===== config.mk =====
export PLATFORM = sky130hd
export DESIGN_NAME = game_move_engine
export DESIGN_NICKNAME = d
export VERILOG_FILES = /design/src/rtl/game_move_engine.sv
export SDC_FILE = /design/constraint.sdc
export NUM_CORES = 1
export LEC_CHECK = 0
export CORE_ASPECT_RATIO = 1.75
export CORE_MARGIN = 5
export CORE_UTILIZATION = 60
export CTS_BUF_LIST = sky130_fd_sc_hd__clkbuf_4 sky130_fd_sc_hd__clkbuf_8
export DETAILED_ROUTE_END_ITERATION = 10
export PLACE_DENSITY = 0.82
export SYNTH_ARGS = -nofsm -noshare
export SYNTH_HDL_FRONTEND = slang
export SYNTH_SLANG_ARGS = --single-unit

===== constraint.sdc =====
create_clock -name clk -period 14.55 [get_ports clk]
set_clock_uncertainty 0.15 [all_clocks]
set_input_delay 2.1825 -clock clk [delete_from_list [all_inputs] [get_ports clk]]
set_output_delay 2.1825 -clock clk [all_outputs]
set_load 0.01 [all_outputs]

===== src/rtl/game_move_engine.sv =====
`default_nettype none
// ============================================================================
// Module   : game_move_engine
// Purpose  : Owns the 4x4 2048 board. Accepts one direction command or one
//            board load at a time, then slides/merges the tiles line by line,
//            spawns a new tile from an LFSR and updates score, win and lose.
// Ports    : clk, rst_n (async, active low)
//            dir_valid/dir        - direction command (sampled when busy=0)
//            load_valid/load_matrix - board load (wins over dir_valid)
//            matrix               - board, cell(c,r) = matrix[16c+4r +: 4]
//            busy, done, moved    - handshake / status of the last command
//            score, win, lose     - game status
// Revision : 1.0 - initial release
// ============================================================================
module game_move_engine #(
  parameter logic [15:0] LFSR_SEED  = 16'hACE1,
  parameter logic [3:0]  WIN_EXP    = 4'd11,
  parameter int          INIT_TILES = 2
) (
  input  logic        clk,
  input  logic        rst_n,
  input  logic        dir_valid,
  input  logic [1:0]  dir,
  input  logic        load_valid,
  input  logic [63:0] load_matrix,
  output logic [63:0] matrix,
  output logic        busy,
  output logic        done,
  output logic        moved,
  output logic [19:0] score,
  output logic        win,
  output logic        lose
);

  localparam logic [2:0] c_S_INIT  = 3'd0;
  localparam logic [2:0] c_S_IDLE  = 3'd1;
  localparam logic [2:0] c_S_SLIDE = 3'd2;
  localparam logic [2:0] c_S_SPAWN = 3'd3;
  localparam logic [2:0] c_S_CHECK = 3'd4;

  localparam logic [1:0] c_DIR_UP   = 2'd0;
  localparam logic [1:0] c_DIR_DOWN = 2'd1;
  localparam logic [1:0] c_DIR_LEFT = 2'd2;

  logic [2:0]  r_state, w_next_state;
  logic [63:0] r_matrix;
  logic [15:0] r_lfsr;
  logic [19:0] r_score;
  logic        r_win, r_lose, r_done, r_moved, r_initing;
  logic [1:0]  r_dir, r_line;
  logic [3:0]  r_spawn_idx, r_spawn_cnt;
  logic [4:0]  r_init_left;

  logic [3:0]  w_cells [16];
  logic [3:0]  w_idx   [4];
  logic [3:0]  w_in    [4];
  logic [3:0]  w_cmp   [4];
  logic [3:0]  w_out   [4];
  logic [1:0]  w_p, w_q;
  logic        w_skip;
  logic [15:0] w_gain;
  logic        w_line_changed;
  logic [63:0] w_slide_matrix;
  logic [20:0] w_score_sum;
  logic [19:0] w_score_next;
  logic        w_has_zero, w_has_pair, w_has_win;
  logic        w_spawn_hit;
  logic [3:0]  w_spawn_val;
  logic        w_lfsr_fb;

  // Taps 16,14,13,11 of a left-shifting Fibonacci register.
  assign w_lfsr_fb = r_lfsr[15] ^ r_lfsr[13] ^ r_lfsr[12] ^ r_lfsr[10];

  always_comb begin
    for (int i = 0; i < 16; i++) w_cells[i] = r_matrix[4*i +: 4];
  end

  // Board status: empty cells, orthogonal equal neighbours, winning tile.
  // Cell index i = 4c+r, so i+1 is the next row and i+4 the next column.
  always_comb begin
    w_has_zero = 1'b0;
    w_has_pair = 1'b0;
    w_has_win  = 1'b0;
    for (int i = 0; i < 16; i++) begin
      if (w_cells[i] == 4'd0) w_has_zero = 1'b1;
      if (w_cells[i] >= WIN_EXP) w_has_win = 1'b1;
      if ((i % 4) != 3 && w_cells[i] == w_cells[(i + 1) % 16]) w_has_pair = 1'b1;
      if (i < 12 && w_cells[i] == w_cells[(i + 4) % 16]) w_has_pair = 1'b1;
    end
  end

  // One line per SLIDE cycle: gather in leading-end order, compact, merge,
  // scatter back into a copy of the board.
  always_comb begin
    w_gain         = '0;
    w_line_changed = 1'b0;
    w_slide_matrix = r_matrix;
    w_p            = '0;
    w_q            = '0;
    w_skip         = 1'b0;
    for (int j = 0; j < 4; j++) begin
      case (r_dir)
        c_DIR_UP:   w_idx[j] = {r_line, 2'(j)};
        c_DIR_DOWN: w_idx[j] = {r_line, 2'(3 - j)};
        c_DIR_LEFT: w_idx[j] = {2'(j), r_line};
        default:    w_idx[j] = {2'(3 - j), r_line};
      endcase
      w_in[j]  = w_cells[w_idx[j]];
      w_cmp[j] = 4'd0;
      w_out[j] = 4'd0;
    end
    for (int j = 0; j < 4; j++) begin
      if (w_in[j] != 4'd0) begin
        w_cmp[w_p] = w_in[j];
        w_p = w_p + 2'd1;
      end
    end
    // Exponent 14 is the ceiling: merging it would yield the reserved 4'hF.
    for (int j = 0; j < 4; j++) begin
      if (w_skip) begin
        w_skip = 1'b0;
      end else if (w_cmp[j] != 4'd0) begin
        if (j < 3 && w_cmp[j] == w_cmp[(j + 1) % 4] && w_cmp[j] < 4'd14) begin
          w_out[w_q] = w_cmp[j] + 4'd1;
          w_gain     = w_gain + (16'd1 << (w_cmp[j] + 4'd1));
          w_skip     = 1'b1;
        end else begin
          w_out[w_q] = w_cmp[j];
        end
        w_q = w_q + 2'd1;
      end
    end
    for (int j = 0; j < 4; j++) begin
      if (w_out[j] != w_in[j]) w_line_changed = 1'b1;
      w_slide_matrix[{w_idx[j], 2'b00} +: 4] = w_out[j];
    end
  end

  assign w_score_sum  = {1'b0, r_score} + {5'd0, w_gain};
  assign w_score_next = w_score_sum[20] ? 20'hFFFFF : w_score_sum[19:0];
  assign w_spawn_hit  = (w_cells[r_spawn_idx] == 4'd0);
  assign w_spawn_val  = (r_lfsr[7:4] == 4'd0) ? 4'd2 : 4'd1;

  // State register
  always_ff @(posedge clk or negedge rst_n) begin
    if (!rst_n) r_state <= c_S_INIT;
    else        r_state <= w_next_state;
  end

  // Next-state logic
  always_comb begin
    w_next_state = r_state;
    case (r_state)
      c_S_INIT:  w_next_state = (r_init_left != 5'd0) ? c_S_SPAWN : c_S_CHECK;
      c_S_IDLE: begin
        if (load_valid)     w_next_state = c_S_CHECK;
        else if (dir_valid) w_next_state = c_S_SLIDE;
      end
      c_S_SLIDE: begin
        if (r_line == 2'd3)
          w_next_state = (r_moved | w_line_changed) ? c_S_SPAWN : c_S_CHECK;
      end
      // The cycle bound only matters if a full board ever reaches SPAWN.
      c_S_SPAWN: begin
        if (w_spawn_hit || r_spawn_cnt == 4'd15)
          w_next_state = r_initing ? c_S_INIT : c_S_CHECK;
      end
      c_S_CHECK: w_next_state = c_S_IDLE;
      default:   w_next_state = c_S_INIT;
    endcase
  end

  // Outputs
  always_comb begin
    busy   = (r_state != c_S_IDLE);
    done   = r_done;
    moved  = r_done & r_moved;
    matrix = r_matrix;
    score  = r_score;
    win    = r_win;
    lose   = r_lose;
  end

  // Datapath
  always_ff @(posedge clk or negedge rst_n) begin
    if (!rst_n) begin
      r_matrix    <= '0;
      r_lfsr      <= LFSR_SEED;
      r_score     <= '0;
      r_win       <= 1'b0;
      r_lose      <= 1'b0;
      r_done      <= 1'b0;
      r_moved     <= 1'b0;
      r_initing   <= 1'b1;
      r_dir       <= '0;
      r_line      <= '0;
      r_spawn_idx <= '0;
      r_spawn_cnt <= '0;
      r_init_left <= 5'(INIT_TILES);
    end else begin
      r_lfsr <= {r_lfsr[14:0], w_lfsr_fb};
      r_done <= 1'b0;
      case (r_state)
        c_S_INIT: begin
          if (r_init_left != 5'd0) begin
            r_init_left <= r_init_left - 5'd1;
            r_spawn_idx <= r_lfsr[3:0];
            r_spawn_cnt <= '0;
          end
        end
        c_S_IDLE: begin
          if (load_valid) begin
            r_matrix <= load_matrix;
            r_score  <= '0;
            r_moved  <= 1'b0;
          end else if (dir_valid) begin
            r_dir   <= dir;
            r_line  <= '0;
            r_moved <= 1'b0;
          end
        end
        c_S_SLIDE: begin
          r_matrix <= w_slide_matrix;
          r_score  <= w_score_next;
          r_moved  <= r_moved | w_line_changed;
          r_line   <= r_line + 2'd1;
          if (r_line == 2'd3) begin
            r_spawn_idx <= r_lfsr[3:0];
            r_spawn_cnt <= '0;
          end
        end
        c_S_SPAWN: begin
          if (w_spawn_hit) begin
            r_matrix[{r_spawn_idx, 2'b00} +: 4] <= w_spawn_val;
          end else begin
            r_spawn_idx <= r_spawn_idx + 4'd1;
            r_spawn_cnt <= r_spawn_cnt + 4'd1;
          end
        end
        c_S_CHECK: begin
          r_lose    <= ~w_has_zero & ~w_has_pair;
          r_win     <= r_win | w_has_win;
          r_done    <= ~r_initing;
          r_initing <= 1'b0;
        end
        default: ;
      endcase
    end
  end

endmodule
`default_nettype wire


==> results of run 1 <==
## synthesized netlist by cell type, types with 42 or more instances
cell / number
ha_1: 90
inv_1: 82
mux2i_1: 55
a22oi_1: 60
clkbuf_1: 153
xnor2_1: 132
nand2_1: 302
a21oi_1: 237
nor2_1: 230
nor4_1: 42
nor3_1: 52
dfrtp_1: 115
o211ai_1: 47
nand3_1: 71
nand2b_1: 55
o21ai_0: 199
a21o_1: 44
## cells by family after synthesis
group                    share of synthesized area [%]
flip-flops                                        16.1
XOR/XNOR                                          7.44
adder cells (fa/ha/maj)                           6.07
AO/OA/AOI/OAI                                     33.4
buffers and inverters                             7.02
AND/OR/NAND/NOR                                   24.7
multiplexers                                      5.33
## per-layer routing
metal  global-route usage, %  overflow
met3                    39.9         0
met5                    11.2         0
met1                    60.0         0
met4                    61.4         3
met2                    85.2         1
## metrics by stage
stage / instances / utilization [%] / setup slack [ns] / instance area (sq um)
detailed placement: 3171 / 66.0 / 1.85 / 21300
global placement: 3171 / 66.0 / 2.25 / 21300
floorplan: 2759 / - / 3.96 / 19500
CTS: 3203 / 67.2 / 1.78 / 21700
==> impl_metrics.csv, run 1 <==
group,metric,value,unit
floorplan,num_io_pins,159,
placed_design,port_buffers,158,
clock_tree,root_buffer,"clkbuf_8",
synthesis,yosys_register_bits,125,
floorplan,die_height,249,microns
synthesis,syn_nets,2922,
synthesis,ys.flop_type,"dfrtp_1",
synthesis,ys_top_cells_by_area,"dfrtp_1, a21oi_1, xnor2_1, nand2_1, ha_1",
clock_tree,cts.sinks,125,
clock_tree,htree_levels,4,
floorplan,std_cell_rows,87,
floorplan,die_w,146,microns
synthesis,yosysSeqAreaShare,16.1,%
synthesis,ys_async_sr_fraction,100,%
floorplan,initial_core_util,60.6,%
synthesis,synth_edf_count,0,
synthesis,ys_types,107,
grt,grt_usage,61.8,%
clock_tree,postCtsHoldBufs,0,
synthesis,synth_top_area_share,14.7,%
placed_design,hpwl,78.7,mm
grt,grt_pass1_wl,176,mm
synthesis,yosysTopAreaCell,"dfrtp_1",
status,lastStage,"5_1_grt",
grt,grt-ovfl-total,4,
clock_tree,post_cts_buffers,0,
clock_tree,cts.path.max_buffers,2,
placed_design,place.gp.congestion,1.29,
synthesis,netlist_instances,2759,
grt,grt_max_degree,78,
status,error,"[ERROR GRT-0116] Global routing finished with congestion. Check the congestion regions in the DRC Viewer.",
synthesis,ys_warn_count,0,
synthesis,avgSynthCellArea,7.08,sq um
status,outcome,"aborted with a tool error",
clock_tree,cts_resized,0,
clock_tree,cts_buffers,17,
grt,grt_pass1_vias,26776,
synthesis,synth_area,0.0195,sq mm
==> inputs of run 2 (changes only) <==
Settings changed: CORE_ASPECT_RATIO 1.75 to unset, CORE_UTILIZATION 60 to 40, CTS_BUF_LIST sky130_fd_sc_hd__clkbuf_4 sky130_fd_sc_hd__clkbuf_8 to unset, PLACE_DENSITY 0.82 to unset, PLACE_DENSITY_LB_ADDON set to 0.15.
==> run 2 against run 1 <==
The flow now finishes, with violations (capacitance limit, slew limit). Synthesized area stayed put. Synthesized cell count unchanged.
==> impl_metrics.csv, run 2 <==
group,metric,value,unit
layout,stdcell_count,3442,
clock_tree,cts_resized,0,
layout,utilization,45.8,%
layout,stdcell_area,0.0223,sq mm
floorplan,initial_core_util,40.2,%
timing,min_period,12.94,ns
setup_path,cp.depth,49,
timing,tightest_slew,1.55,ns
timing,fin_setup_tns,0,ns
synthesis,yosys_register_bits,125,
min_path,worstHoldStart,"r_lfsr[9]$_DFF_PN0_",
setup_path,crit_fanout,38,
routing,avgViaCountPerCell,7.05,
synthesis,synth_edf_count,0,
clock_tree,postCtsHoldBufs,0,
layout,drive_above_1_share,8.40,%
routing,dr_total_vias,24259,
timing,fmax,0.0773,GHz
setup_path,rrSetupSlack,1.61,ns
timing,final-max-slew-violation-count,5,
routing,drtIter0Drc,4077,
floorplan,die_height,231,microns
min_path,min_path_cells,0,
grt,grt-ovfl-total,0,
clock_tree,clk_pin_slew_worst_paths,0.08,ns
layout,n_antenna_cell,0,
synthesis,synthTopCellsByCount,"nand2_1, a21oi_1, nor2_1, o21ai_0, clkbuf_1",
clock_tree,root_buffer,"clkbuf_16",
clock_tree,htree_levels,4,
setup_path,slowest_stage,"nor2_1",
clock_tree,cts.path.max_buffers,2,
status,outcome,"complete, but fails checks",
synthesis,ys_warn_count,0,
min_path,min_to,"r_lfsr[10]$_DFF_PN1_",
min_path,min_path_type,"flip-flop to flip-flop",
setup_path,cpMostUsedCell,"a21oi_1",
setup_path,path_buf_inv,4,
layout,fill_cells,4954,
synthesis,ys.flop_type,"dfrtp_1",
placed_design,placed_cell_area,0.0217,sq mm
clock_tree,cts_buffers,17,
floorplan,core,0.0486,sq mm
synthesis,yosysSeqAreaShare,16.1,%
synthesis,syn_nets,2922,
layout,largest_register_ff_count,64,
clock_tree,cts.sinks,125,
synthesis,yosysMostFrequentCell,"nand2_1",
setup_path,critPathCaptureType,"flip-flop",
synthesis,ys_types,107,
placed_design,place.gp.congestion,1.11,
setup_path,worstReg2RegStart,"r_dir[1]$_DFFE_PN0P_",
layout,final_common_cell,"nand2_1",
floorplan,num_io_pins,159,
floorplan,die_w,231,microns
synthesis,synth_top_area_share,14.7,%
synthesis,avgSynthCellArea,7.08,sq um
floorplan,die_area,0.0534,sq mm
setup_path,cp.required,14.67,ns
clock_tree,worstSkewPairLatency,0.46,ns
routing,drc,0,
routing,drt_first_pass_iters,10,
layout,final_cell_mix,"nand2_1, a21oi_1, nor2_1",
placed_design,dp_cells,3410,
status,violations,"capacitance limit, slew limit",
grt,grt_max_degree,69,
setup_path,slowest_delay,0.83,ns
timing,rsz0062_at_grt,"false",
routing,routed_wl,105,mm
synthesis,ys_top_cells_by_area,"dfrtp_1, a21oi_1, xnor2_1, nand2_1, ha_1",
routing,post_drt_wl_per_cell,30.6,microns
grt,grt_pass1_wl,153,mm
timing,relSlewSlack,-4.49,%
setup_path,crit_path_start_kind,"flip-flop",
layout,area_delta_synth_final,13.9,%
placed_design,hpwl,78.0,mm
timing,hold_violations,0,
run,max_cap_viol_count,1,
grt,grt_usage,37.6,%
timing,setup_viol,0,
layout,layout.nets,2970,
setup_path,arrival,13.06,ns
grt,antenna_found_initial,3,
clock_tree,tritoncts,"yes",
clock_tree,post_cts_buffers,0,
synthesis,ys_async_sr_fraction,100,%
setup_path,path_class,"flip-flop to flip-flop",
synthesis,synth_area,0.0195,sq mm
synthesis,yosysTopAreaCell,"dfrtp_1",
synthesis,netlist_instances,2759,
timing,finalCritPeriodShare,88.9,%
floorplan,std_cell_rows,81,
setup_path,reg2reg_depth,49,
setup_path,path_delay_family,"compound AO/OA/AOI/OAI gates",
routing,ant_nets,0,
placed_design,port_buffers,158,
grt,grt_pass1_vias,22524,
setup_path,reg2reg_to,"score[6]$_DFFE_PN0P_",
-- run 2: cell counts after synthesis --
Identical to the previous run, type by type.
-- run 2: worst max path at each step --
stage	from	to	slack [ns]
after floorplan	r_line[1]$_DFFE_PN0P_	score[10]$_DFFE_PN0P_	3.96
after global placement	r_line[0]$_DFFE_PN0P_	score[0]$_DFFE_PN0P_	2.28
after detailed placement	r_dir[1]$_DFFE_PN0P_	score[6]$_DFFE_PN0P_	1.90
after CTS	r_dir[1]$_DFFE_PN0P_	score[6]$_DFFE_PN0P_	1.88
after global routing	r_dir[1]$_DFFE_PN0P_	score[6]$_DFFE_PN0P_	0.66
final	r_dir[1]$_DFFE_PN0P_	score[6]$_DFFE_PN0P_	1.61
-- run 2: layer usage --
metal	global-route usage, %	routed length (microns)	vias to the layer above
li1	-	-	10342
met1	51.2	42100	11545
met2	52.8	41800	1881
met3	10.9	13900	485
met4	21.5	7480	6
met5	0	39	-
-- run 2: kinds of logic after synthesis --
group	Yosys count	share of synthesized area, %
compound gates	974	33.4
fa+ha+maj	93	6.07
xor+xnor	165	7.44
simple gates	991	24.7
buf+inv	319	7.02
mux	92	5.33
flops	125	16.1
-- run 2: final cells by class --
cell class                      instances  area, sq um  area share (%)
Clock buffer                           21          450            2.02
Clock inverter                         11          134           0.601
Inverter                               86          324            1.46
Multi-Input combinational cell       2315        15100            67.7
Sequential cell                       125         3150            14.1
Tap cell                              622          778            3.50
Timing Repair Buffer                  262         2360            10.6
-- run 2: worst reg2reg max path: cells and delay by family (launching register included) --
kind	cells	cell delay, ns
muxes	1	0.50
adders and majority gates	6	2.04
and+or+nand+nor	17	4.20
AOI/OAI and AO/OA	20	4.28
buffers and inverters	4	0.67
xor gates and xnor gates	1	0.09
DFF	1	0.82
-- run 2: per-stage QoR --
stage | setup slack [ns] | hold slack, ns
after global placement | 2.28 | 0.188
after CTS | 1.88 | 0.211
after global routing | 0.655 | 0.219
after floorplan | 3.96 | 0.181
after detailed placement | 1.90 | 0.188
final | 1.61 | 0.210
Power of run 2 is not shown: default switching activity piles up to over one toggle a cycle in this logic, so the estimate is an artifact.
